--- src/rtl/wb_stage_reg.sv ---
`default_nettype none
// ============================================================================
//  Module   : wb_stage_reg
//  Purpose  : MEM/WB pipeline register with writeback selection, sub-word
//             load extraction, stall/flush control and retired counter.
//  Revision : 1.0 - initial release
// ============================================================================
module wb_stage_reg #(
    parameter int WORD_LEN     = 32,
    parameter int REG_ADDR_LEN = 5,
    parameter int CNT_LEN      = 32
) (
    input  logic                    clk,
    input  logic                    rst,
    input  logic                    freeze,
    input  logic                    flush,
    input  logic                    in_valid,
    input  logic                    in_wb_en,
    input  logic                    in_mem_r_en,
    input  logic [REG_ADDR_LEN-1:0] in_dest,
    input  logic [WORD_LEN-1:0]     in_alu_res,
    input  logic [WORD_LEN-1:0]     in_mem_data,
    input  logic [1:0]              in_load_size,
    input  logic                    in_load_signed,
    input  logic [1:0]              in_byte_off,
    output logic                    wb_valid,
    output logic                    wb_en,
    output logic [REG_ADDR_LEN-1:0] wb_dest,
    output logic [WORD_LEN-1:0]     wb_value,
    output logic [CNT_LEN-1:0]      retired_cnt
);

    localparam int c_LANE_W = 32;

    logic [c_LANE_W-1:0]     w_mem32;
    logic [7:0]              w_byte;
    logic [15:0]             w_half;
    logic [WORD_LEN-1:0]     w_sel;

    logic                    r_wb_valid;
    logic                    r_wb_en;
    logic [REG_ADDR_LEN-1:0] r_wb_dest;
    logic [WORD_LEN-1:0]     r_wb_value;
    logic [CNT_LEN-1:0]      r_retired_cnt;

    // Sub-word lanes always come from the low 32 bits; narrow words are padded
    // so every byte offset stays in range.
    generate
        if (WORD_LEN >= c_LANE_W) begin : g_wide
            assign w_mem32 = in_mem_data[c_LANE_W-1:0];
        end else begin : g_narrow
            assign w_mem32 = {{(c_LANE_W-WORD_LEN){1'b0}}, in_mem_data};
        end
    endgenerate

    always_comb begin
        w_byte = w_mem32[{in_byte_off, 3'b000} +: 8];
        w_half = w_mem32[{in_byte_off[1], 4'b0000} +: 16];
        w_sel  = in_alu_res;
        if (in_mem_r_en) begin
            case (in_load_size)
                2'b00:   w_sel = {{(WORD_LEN-8){in_load_signed & w_byte[7]}}, w_byte};
                2'b01:   w_sel = {{(WORD_LEN-16){in_load_signed & w_half[15]}}, w_half};
                default: w_sel = in_mem_data;
            endcase
        end
    end

    always_ff @(posedge clk) begin
        if (rst) begin
            r_wb_valid    <= 1'b0;
            r_wb_en       <= 1'b0;
            r_wb_dest     <= '0;
            r_wb_value    <= '0;
            r_retired_cnt <= '0;
        end else if (flush) begin
            // Bubble: the counter is deliberately left alone.
            r_wb_valid <= 1'b0;
            r_wb_en    <= 1'b0;
            r_wb_dest  <= '0;
            r_wb_value <= '0;
        end else if (!freeze) begin
            r_wb_valid    <= in_valid;
            r_wb_en       <= in_valid & in_wb_en & (in_dest != '0);
            r_wb_dest     <= in_dest;
            r_wb_value    <= w_sel;
            r_retired_cnt <= r_retired_cnt + {{(CNT_LEN-1){1'b0}}, in_valid};
        end
    end

    assign wb_valid    = r_wb_valid;
    assign wb_en       = r_wb_en;
    assign wb_dest     = r_wb_dest;
    assign wb_value    = r_wb_value;
    assign retired_cnt = r_retired_cnt;

endmodule
`default_nettype wire

--- config.mk ---
export PLATFORM = sky130hd
export DESIGN_NAME = wb_stage_reg
export DESIGN_NICKNAME = d
export VERILOG_FILES = /design/src/rtl/wb_stage_reg.sv
export SDC_FILE = /design/constraint.sdc
export NUM_CORES = 1
export LEC_CHECK = 0
export ABC_CLOCK_PERIOD_IN_PS = 2230
export BUFFER_PORTS_ARGS = -buffer_cell sky130_fd_sc_hd__buf_4
export CORE_ASPECT_RATIO = 0.9
export CORE_MARGIN = 1
export CORE_UTILIZATION = 30
export DETAILED_ROUTE_END_ITERATION = 6
export MAX_ROUTING_LAYER = met4
export SETUP_SLACK_MARGIN = 0.2
export SLEW_MARGIN = 30
export SYNTH_ARGS = -nofsm -noshare
export SYNTH_HDL_FRONTEND = slang
export SYNTH_SLANG_ARGS = --single-unit
export TNS_END_PERCENT = 5
--- constraint.sdc ---
create_clock -name clk -period 2.23 [get_ports clk]
set_input_delay 0.1115 -clock clk [delete_from_list [all_inputs] [get_ports clk]]
set_output_delay 0.1115 -clock clk [all_outputs]
set_load 0.05 [all_outputs]
After elaboration in Yosys (flattened, before gate mapping)
Cells that the tools add are included.

Bits in read-only memories: 0. Register bits: 71. Output and inout port bits: 71. Memories kept: 0. Bits in latches: 0. Memory bits (writable): 0.

Equal/unequal tests: 1. $add $sub $neg: 1. $mul: 0. Magnitude comparators: 0. Shift operators: 2. Muxes and demuxes: 2. Reduce and logical (&&, ||, !) cells: 4. Div/mod/pow operators: 0. Bitwise gates (word level): 6.

Operators with widths (count): one-hot mux 32 bit (2 select lines) (1); adder 32 x 1 -> 32 bit (1); 2-to-1 mux 32 bit (1); variable part select 32 x 6 -> 16 bit (1); variable part select 32 x 6 -> 8 bit (1); nonzero test 5 bit (1); bitwise AND 1 bit (4); equality test 2 x 1 -> 1 bit, second input constant (1); logical NOT 2 bit (1); NOT 1 bit (2); AND reduction 2 bit (1); OR reduction 2 bit (1).

Longest topological paths before layout
Gate-level depths: netlist of the first run.

Word-level depth: 4. Gate-level depth with buffers: 7.

Worst setup path before layout of the first run
OpenSTA, ideal clock, no wires.

Path kind: register to register. Start: register r_retired_cnt[0], in the netlist retired_cnt[0]. End: register r_retired_cnt[30], in the netlist retired_cnt[30]. Buffers on the path: 1. Period minus slack after synthesis: 2.167 ns. Setup time: 0.121 ns. Cell stages (with the launch flop): 8. Data arrival time: 2.046 ns. Path slack: 0.063 ns. Required time: 2.109 ns. Cells stage by stage: dfxtp_1 -> ha_1 -> ha_1 -> clkbuf_1 -> and2_1 -> nand4_1 -> nor3_1 -> mux2_2.

Longest elaborated chain between the ends: 1.

Ends and longest elaborated chain: start: declaration (RTL line 44) `logic [CNT_LEN-1:0] r_retired_cnt;`; start signal: assignment (RTL line 87) `r_retired_cnt <= r_retired_cnt + {{(CNT_LEN-1){1'b0}}, in_valid};`; adder 32 x 1 -> 32 bit (RTL line 87).

Every way passes these cells. A chain may end at the register's enable or synchronous reset.

Worst setup path after layout of the first run
Start: register r_retired_cnt[2], in the netlist retired_cnt[2]. End: register r_retired_cnt[31], in the netlist retired_cnt[31].

The elaborated chain is that of the path after synthesis.

==> results.json, run 1 <==
{
  "initial_core_utilization_pct": 31.4,
  "avgViaCountPerCell": 5.32,
  "most_frequent_cells_in_the_layout": "buf_4, dfxtp_1, nand2_1, a21oi_1, nor2_1",
  "hold_viol": 0,
  "grt_antenna_before_repair": 0,
  "die_area_um2": 12600,
  "outcome": "completed",
  "max_cap_viol_count": 0,
  "clock_skew_ns": 0.00600,
  "design.core.area_um2": 11600,
  "timing.max_slew.rel_slack_pct": 44.4,
  "fp.dieW_um": 118,
  "max_clock_freq_mhz": 530,
  "largest_net_degree_at_the_start_of_global_routing": 43,
  "detailroute.via_count": 3869,
  "route.detailed.wl_per_inst_um": 16.6,
  "grt_pass1_vias": 3784,
  "vdd_drop_max_uv": 379,
  "critical_path.endpoint": "retired_cnt[31]",
  "final_common_cell": "buf_4",
  "hpwl_um": 8830,
  "number_of_cells_after_detailed_placement": 711,
  "cts.sinks": 71,
  "clock_tree.buffer_depth": 2,
  "tritoncts": "built",
  "cts_post_setup_buffers_inserted": 0,
  "worst_ep_arrival_time_ns": 2.11,
  "clock_h_tree_levels": 3,
  "yosysUniqueCellTypes": 46,
  "critPathKind": "reg -> reg",
  "port_buffers": 151,
  "regToRegSetupSlack_ns": 0.34,
  "cell_types_with_the_largest_area_share_after_synthesis": "dfxtp_1, a21oi_1, o221ai_1",
  "setup_violations": 0,
  "min_path_type": "in -> reg",
  "post-route-util_pct": 44.8,
  "finalNetCount": 649,
  "clk_latency_ns": 0.33,
  "r2r_cells": 4,
  "gr-total-overflow": 0,
  "drt-initial-drc-count": 247,
  "timing.critical_path.required_ns": 2.45,
  "final_period_minus_worst_setup_slack_ns": 1.89,
  "async_set_or_reset_flop_fraction_in_the_synthesized_netlist_pct": 0,
  "area_delta_synth_final_pct": 42.7,
  "crit-reg2reg-launch": "retired_cnt[2]",
  "total_of_flip_flops_plus_latches_after_synthesis": 71,
  "slew_viol_final": 0,
  "synthCells": 428,
  "detail_route.drc_violations": 0,
  "synth_enable_flop_cells": 0,
  "instances_no_fill": 727,
  "synth_sequential_area_ratio_pct": 39.0,
  "netlist.area_leader.share_pct": 39.0,
  "detail_route.wirelength_um": 12000,
  "cts_made_buffers": 9,
  "hold-worst-slack_ns": 0.0227,
  "synth.yosys.warnings": 0,
  "cts_hold_repair.buffers": 0,
  "ys.flop_type": "dfxtp_1",
  "timing.rr.end": "retired_cnt[31]",
  "finalWeightedCongestion": 0.797,
  "clkSlewWorstSetupHoldPaths_ns": 0.05,
  "grt.total_usage_pct": 20.0,
  "hold_path_depth": 3,
  "cellPowerDensity_nw_per_um2": 631,
  "post_cts.resized_instances": 0,
  "grt_setup_unrepaired": "false",
  "synth_nets": 511,
  "critical_path.endpoint_type": "flop",
  "fin_setup_tns_ns": 0,
  "cts_root_buf": "clkbuf_16",
  "number_of_inserted_diodes": 0,
  "route.antenna.remaining_nets": 0,
  "cp-startpoint": "retired_cnt[2]",
  "worst-slew-pin-transition_ns": 0.813,
  "synth.avg_cell_area_um2": 8.51,
  "layout_worst_path_cycle_share_pct": 84.6,
  "yosys.area.top_type": "dfxtp_1",
  "critical_path_peak_fanout": 10,
  "grt_first_pass_wirelength_um": 19300,
  "dieHeight_um": 107,
  "preCtsSetupSlack_ns": 0.0860,
  "ioPinCount": 152,
  "synth.cell_area_um2": 3640,
  "cp-start-kind": "flop",
  "postLayoutSetupSlackWorst_ns": 0.343,
  "p_leak_nw": 2.14,
  "drt_first_pass_iters": 4,
  "rows": 37,
  "drive_above_1_share_pct": 35.0
}
## layout make-up
| class | count | area, um2 |
|---|---|---|
| flip-flops and latches | 71 | 1430 |
| inverters | 9 | 33.8 |
| multi-input cells | 315 | 2050 |
| fillers | 1161 | 6420 |
| well taps | 156 | 195 |
| clock inverters | 4 | 45.0 |
| repair buffers | 160 | 1200 |
| clock buffers | 12 | 246 |
## cell usage after synthesis, types with 3 or more instances
cell type   n
a211oi_1    6
a21oi_1    41
a221o_1     5
a221oi_1    5
and3_1      4
and4_1      5
buf_2       3
clkbuf_1   26
dfxtp_1    71
inv_1       8
mux2_2     13
mux2i_1    15
nand2_1    41
nand3_1    12
nand4_1    10
nor2_1     29
nor2b_1    11
nor3_1     14
o21ai_0    19
o221ai_1   22
o22ai_1     7
o31ai_1     9
or3_1       6
or4_1       9
xor2_1      7
## sequential cells by signal (all words and copies together), names as in the netlist
| register | flops |
|---|---|
| retired_cnt | 32 |
| wb_value | 32 |
| wb_dest | 5 |
| wb_en | 1 |
| wb_valid | 1 |
## worst min path at each step
| stage | from | slack [ns] | end |
|---|---|---|---|
| after detailed placement | in_dest[0] | 0.36 | wb_dest[0] |
| after floorplan | in_dest[0] | 0.26 | wb_dest[0] |
| final | in_dest[4] | 0.02 | wb_dest[4] |
| after global placement | in_dest[1] | 0.36 | wb_dest[1] |
| after global routing | in_dest[0] | 0.03 | wb_dest[0] |
| after CTS | in_dest[0] | 0.01 | wb_dest[0] |
## power by group
part	leakage, nW	switching (W)	internal, W	total [W]
logic	1.41	0.000314	0.000216	0.000530
clock network	0.146	0.000543	0.000891	0.00143
registers	0.581	0.0000166	0.00130	0.00132
total	2.14	0.000874	0.00241	0.00328
## kinds of logic after synthesis
group | count (synthesis) | share of synthesized area [%]
AO/OA/AOI/OAI | 124 | 23.4
XOR/XNOR | 8 | 1.92
adder cells (fa/ha/maj) | 2 | 0.687
buffers and inverters | 42 | 4.84
flip-flops | 71 | 39.0
multiplexers | 29 | 8.76
AND/OR/NAND/NOR | 152 | 21.4
## metal layers
layer	wire [um]	GRT usage [%]	vias to the layer above
li1	-	-	1897
met1	5410	24.6	1809
met2	5550	32.2	148
met3	882	4.99	15
met4	200	6.23	0
met5	0	-	-
## metrics by stage
stage,power (W),cell area [um2]
3_3_place_gp,0.00187,4910
5_1_grt,0.00341,5200
3_5_place_dp,0.00187,4910
2_1_floorplan,0.00164,3650
4_1_cts,0.00331,5200
6_report,0.00328,5200
## worst max-delay path, stage by stage (launching register included)
cell      delay (ns)
dfxtp_1         0.38
and4bb_1        0.42
nand4_1         0.27
nor4_1          0.33
mux2_2          0.37
Power figures use the tool's default switching activity.
==> run 2: changes to the inputs <==
--- a/config.mk
+++ b/config.mk
@@ -5,7 +5,7 @@
 export SDC_FILE = /design/constraint.sdc
 export NUM_CORES = 1
 export LEC_CHECK = 0
-export ABC_CLOCK_PERIOD_IN_PS = 2230
+export ABC_CLOCK_PERIOD_IN_PS = 1600
 export BUFFER_PORTS_ARGS = -buffer_cell sky130_fd_sc_hd__buf_4
 export CORE_ASPECT_RATIO = 0.9
 export CORE_MARGIN = 1
==> constraint.sdc (replaced) <==
create_clock -name clk -period 1.6 [get_ports clk]
set_input_delay 0.08 -clock clk [delete_from_list [all_inputs] [get_ports clk]]
set_output_delay 0.08 -clock clk [all_outputs]
set_load 0.05 [all_outputs]
==> run 2 against run 1 <==
Against the previous run: global-route usage rose by 1.5 points; sequential cell count did not move; the flow now finishes with violations (negative setup slack); design area rose by 11%; setup slack got worse by 0.42 ns; largest power group unchanged; critical endpoint is now retired_cnt[15]; non-clock buffer count rose by 51; combinational power rose by 48%; hold slack got worse by 0.015 ns.
==> results.json, run 2 (synthesis gave the netlist of run 1 again) <==
{
  "detail_route.wirelength_um": 13000,
  "min_path_type": "in -> reg",
  "critical_path.endpoint_type": "flop",
  "fp.dieW_um": 118,
  "finalWeightedCongestion": 0.840,
  "route.antenna.remaining_nets": 0,
  "avgViaCountPerCell": 5.34,
  "cts_made_buffers": 9,
  "cts_root_buf": "clkbuf_16",
  "sum_of_routed_wire_segments_on_met1_um": 5680,
  "post-route-util_pct": 49.8,
  "worst_ep_arrival_time_ns": 1.93,
  "p_leak_nw": 2.45,
  "outcome": "complete, but fails checks",
  "layout_worst_path_cycle_share_pct": 105,
  "hold-worst-slack_ns": 0.00756,
  "port_buffers": 151,
  "grt_pass1_vias": 4099,
  "clock_h_tree_levels": 3,
  "critical_path_peak_fanout": 5,
  "area_delta_synth_final_pct": 58.9,
  "route.detailed.wl_per_inst_um": 16.7,
  "worst-slew-pin-transition_ns": 0.578,
  "ioPinCount": 152,
  "finalNetCount": 700,
  "violations": "negative setup slack",
  "number_of_cells_after_detailed_placement": 750,
  "grt_setup_unrepaired": "true",
  "postLayoutSetupSlackWorst_ns": -0.0722,
  "setup_violations": 11,
  "grt_antenna_before_repair": 0,
  "hold_path_depth": 3,
  "die_area_um2": 12600,
  "clock_skew_ns": 0.00492,
  "final_common_cell": "buf_4",
  "final_period_minus_worst_setup_slack_ns": 1.67,
  "slew_viol_final": 0,
  "largest_net_degree_at_the_start_of_global_routing": 27,
  "cp-start-kind": "flop",
  "max_clock_freq_mhz": 598,
  "vdd_drop_max_uv": 496,
  "wl_met3_um": 1030,
  "timing.max_slew.rel_slack_pct": 61.4,
  "clkSlewWorstSetupHoldPaths_ns": 0.06,
  "rows": 37,
  "report.power.total_w": 0.00462,
  "grt_first_pass_wirelength_um": 20700,
  "grt.total_usage_pct": 21.5,
  "most_frequent_cells_in_the_layout": "buf_4, dfxtp_1, nand2_1",
  "timing.critical_path.required_ns": 1.86,
  "drt_first_pass_iters": 4,
  "detail_route.drc_violations": 0,
  "max_cap_viol_count": 0,
  "instances_no_fill": 778,
  "clk_latency_ns": 0.33,
  "met2RoutedLength_um": 6030,
  "detailroute.via_count": 4156,
  "number_of_inserted_diodes": 0,
  "design.core.area_um2": 11600,
  "highest_layer": "met4",
  "cts.sinks": 71,
  "cellPowerDensity_nw_per_um2": 797,
  "hold_viol": 0,
  "hpwl_um": 9460,
  "initial_core_utilization_pct": 31.4,
  "gr-total-overflow": 0,
  "dieHeight_um": 107,
  "drt-initial-drc-count": 295,
  "critPathKind": "reg -> reg",
  "fill_cells": 1100,
  "r2r_cells": 5,
  "clock_tree.buffer_depth": 2,
  "tritoncts": "built",
  "fin_setup_tns_ns": -0.302,
  "drive_above_1_share_pct": 45.0
}
## run 2: cell types whose count changed in the layout (fill, tap and decap cells not counted), moves of 6 or more
cell	change
buf_4	+36
buf_6	+6
dfxtp_1	-18
dfxtp_2	+7
dfxtp_4	+11
dlygate4sd3_1	+6
## run 2: worst paths after layout
path	from	to	slack, ns
worst max-delay path	retired_cnt[2]	retired_cnt[15]	-0.07
worst min-delay path	in_dest[0]	wb_dest[0]	0.008
worst max register to register	retired_cnt[2]	retired_cnt[15]	-0.07
worst min register to register	wb_en	wb_en	0.47
## run 2: layout make-up
cell class	count	area [um2]	share of cell area, %
inverter	9	33.8	0.584
multi-input combinational	315	2150	37.1
sequential	71	1480	25.6
clock buffer	11	233	4.02
clock inverter	5	57.6	0.994
tap	156	195	3.37
timing repair buffer	211	1640	28.3
## run 2: power by group
part           internal (W)  switching [W]
combinational      0.000337       0.000450
clock               0.00121       0.000801
sequential          0.00179      0.0000251
total               0.00334        0.00128
## run 2: layer usage
layer  GRT usage [%]  vias to the layer above
met5               -                        -
met4            7.51                        0
met3            6.22                       18
met2            33.4                      147
met1            26.6                     1993
li1                -                     1998
## run 2: per-stage QoR
| stage | worst slack (ns) | cell area, um2 |
|---|---|---|
| floorplan | -0.174 | 3760 |
| global placement | -0.188 | 5300 |
| detailed placement | -0.201 | 5300 |
| CTS | -0.0206 | 5760 |
| global route | -0.154 | 5790 |
| finish | -0.0722 | 5790 |
## run 2: timing repair
item,CTS,global route
hold endpoints to repair,6,0
buffers inserted,4,1
gates resized for setup,19,7
hold buffers,6,0
gates cloned,1,0
endpoints found under the setup margin,24,27
pin swaps,22,9
## run 2: worst max-delay path, stage by stage (launching register included)
cell      delay (ns)
dfxtp_4         0.34
and4bb_2        0.29
buf_6           0.13
nand4_1         0.12
or4_1           0.57
a21oi_2         0.15
==> run 3: changes to the inputs <==
--- a/config.mk
+++ b/config.mk
@@ -5,7 +5,7 @@
 export SDC_FILE = /design/constraint.sdc
 export NUM_CORES = 1
 export LEC_CHECK = 0
-export ABC_CLOCK_PERIOD_IN_PS = 1600
+export ABC_CLOCK_PERIOD_IN_PS = 1670
 export BUFFER_PORTS_ARGS = -buffer_cell sky130_fd_sc_hd__buf_4
 export CORE_ASPECT_RATIO = 0.9
 export CORE_MARGIN = 1
==> constraint.sdc (replaced) <==
create_clock -name clk -period 1.67 [get_ports clk]
set_input_delay 0.0835 -clock clk [delete_from_list [all_inputs] [get_ports clk]]
set_output_delay 0.0835 -clock clk [all_outputs]
set_load 0.05 [all_outputs]
==> run 3 against run 2 <==
Against the previous run: the flow still finishes with violations (negative setup slack); via count fell by 1.4%; combinational power fell by 4.2%; clock skew increased by 0.00057 ns; core utilization is 0.15 points lower; sequential cell count unchanged; clock power shrank 6%; critical endpoint is now retired_cnt[22]; highest routed layer unchanged.
==> results.json, run 3 (synthesis gave the netlist of run 1 again) <==
{
  "number_of_inserted_diodes": 0,
  "hold-worst-slack_ns": 0.0165,
  "fin_setup_tns_ns": -0.0409,
  "critical_path.endpoint_type": "flop",
  "critPathKind": "reg -> reg",
  "tritoncts": "built",
  "grt_setup_unrepaired": "true",
  "cts_made_buffers": 9,
  "instances_no_fill": 769,
  "hpwl_um": 9240,
  "dieHeight_um": 107,
  "power.share.switching_pct": 26.6,
  "clock_power_share_pct": 43.1,
  "comb_power_share_pct": 17.2,
  "grt.total_usage_pct": 21.3,
  "grt_antenna_before_repair": 0,
  "max_cap_viol_count": 0,
  "final_common_cell": "buf_4",
  "internal-power_w": 0.00322,
  "hold_path_depth": 3,
  "most_frequent_cells_in_the_layout": "buf_4, dfxtp_1, nand2_1",
  "cts_root_buf": "clkbuf_16",
  "outcome": "complete, but fails checks",
  "detailroute.via_count": 4099,
  "cellPowerDensity_nw_per_um2": 760,
  "largest_net_degree_at_the_start_of_global_routing": 34,
  "final_period_minus_worst_setup_slack_ns": 1.69,
  "min_path_type": "in -> reg",
  "worst-slew-pin-transition_ns": 0.622,
  "setup_violations": 2,
  "r2r_cells": 6,
  "postLayoutSetupSlackWorst_ns": -0.0230,
  "die_area_um2": 12600,
  "hold_viol": 0,
  "port_buffers": 151,
  "grt_first_pass_wirelength_um": 20300,
  "fill_cells": 1136,
  "ioPinCount": 152,
  "area_delta_synth_final_pct": 58.4,
  "detail_route.wirelength_um": 12900,
  "power_frac_seq_pct": 39.7,
  "finalNetCount": 693,
  "route.antenna.remaining_nets": 0,
  "clock_skew_ns": 0.00549,
  "vdd_drop_max_uv": 612,
  "layout_worst_path_cycle_share_pct": 101,
  "preCtsSetupSlack_ns": -0.0435,
  "critical_path_peak_fanout": 6,
  "clkSlewWorstSetupHoldPaths_ns": 0.06,
  "drt-initial-drc-count": 321,
  "initial_core_utilization_pct": 31.4,
  "p_leak_nw": 2.41,
  "max_clock_freq_mhz": 591,
  "route.detailed.wl_per_inst_um": 16.8,
  "rows": 37,
  "gr-total-overflow": 0,
  "avgViaCountPerCell": 5.33,
  "clk_latency_ns": 0.34,
  "clock_tree.buffer_depth": 2,
  "worst_ep_arrival_time_ns": 1.96,
  "drive_above_1_share_pct": 45.0,
  "clock_h_tree_levels": 3,
  "timing.max_slew.rel_slack_pct": 58.4,
  "violations": "negative setup slack",
  "slew_viol_final": 0,
  "number_of_cells_after_detailed_placement": 735,
  "detail_route.drc_violations": 0,
  "grt_pass1_vias": 3965,
  "cts.sinks": 71,
  "fp.dieW_um": 118,
  "design.core.area_um2": 11600,
  "finalWeightedCongestion": 0.843,
  "cp-start-kind": "flop",
  "netSwitchingPower_w": 0.00116,
  "timing.critical_path.required_ns": 1.94,
  "drt_first_pass_iters": 5
}
## run 3: cell count changes in the layout (fill, tap and decap cells not counted), sizes merged
| cell | previous run | this run |
|---|---|---|
| buf | 205 | 197 |
| clkbuf | 11 | 14 |
| clkinv | 3 | 1 |
| clkinvlp | 1 | 0 |
| inv | 9 | 8 |
## run 3: worst paths after layout
check                                      from         endpoint  slack (ns)
worst max register to register   retired_cnt[5]  retired_cnt[22]       -0.02
worst min-delay path            in_mem_data[24]     wb_value[24]        0.02
worst min register to register      wb_value[4]      wb_value[4]        0.46
worst max-delay path             retired_cnt[5]  retired_cnt[22]       -0.02
## run 3: critical path, stage by stage (launching register included)
cell	delay (ns)
dfxtp_4	0.34
and4_4	0.23
nand4_1	0.16
buf_4	0.20
clkbuf_16	0.15
or4_4	0.41
a21oi_2	0.13
## run 3: routing by layer
layer  part of all wire (%)  track usage [%]
met2                     47             33.3
met5                      0                -
met4                   0.43             5.22
met1                     43             25.9
met3                    8.9             7.78
## run 3: stage by stage
step                      utilization (%)  instance area [um2]  power (W)
after floorplan                         -                 3760    0.00218
after CTS                            47.9                 5560    0.00443
final                                49.7                 5770    0.00439
after global placement               44.8                 5200    0.00250
after detailed placement             44.8                 5200    0.00251
after global routing                 49.7                 5770    0.00457
## run 3: cell type report
class	instances	area [um2]	share of cell area [%]
Tap cell	156	195	3.38
Clock inverter	1	30.0	0.520
Multi-Input combinational cell	315	2170	37.6
Inverter	9	33.8	0.585
Clock buffer	13	250	4.34
Timing Repair Buffer	204	1610	27.9
Sequential cell	71	1480	25.7
## run 3: timing repair
action	4_1_cts	5_1_grt
endpoints found under the setup margin	23	24
pin swaps	1	13
endpoints found under the hold margin	6	0
resized for setup	4	24
gates cloned	0	2
hold buffers	6	0
setup buffers	1	11
## run 3: power groups by stage
stage               Clock [W]  Combinational, W  Sequential, W
floorplan                   0          0.000260        0.00192
global placement            0          0.000728        0.00178
detailed placement          0          0.000736        0.00178
CTS                   0.00194          0.000750        0.00174
global route          0.00202          0.000805        0.00175
finish                0.00189          0.000753        0.00174
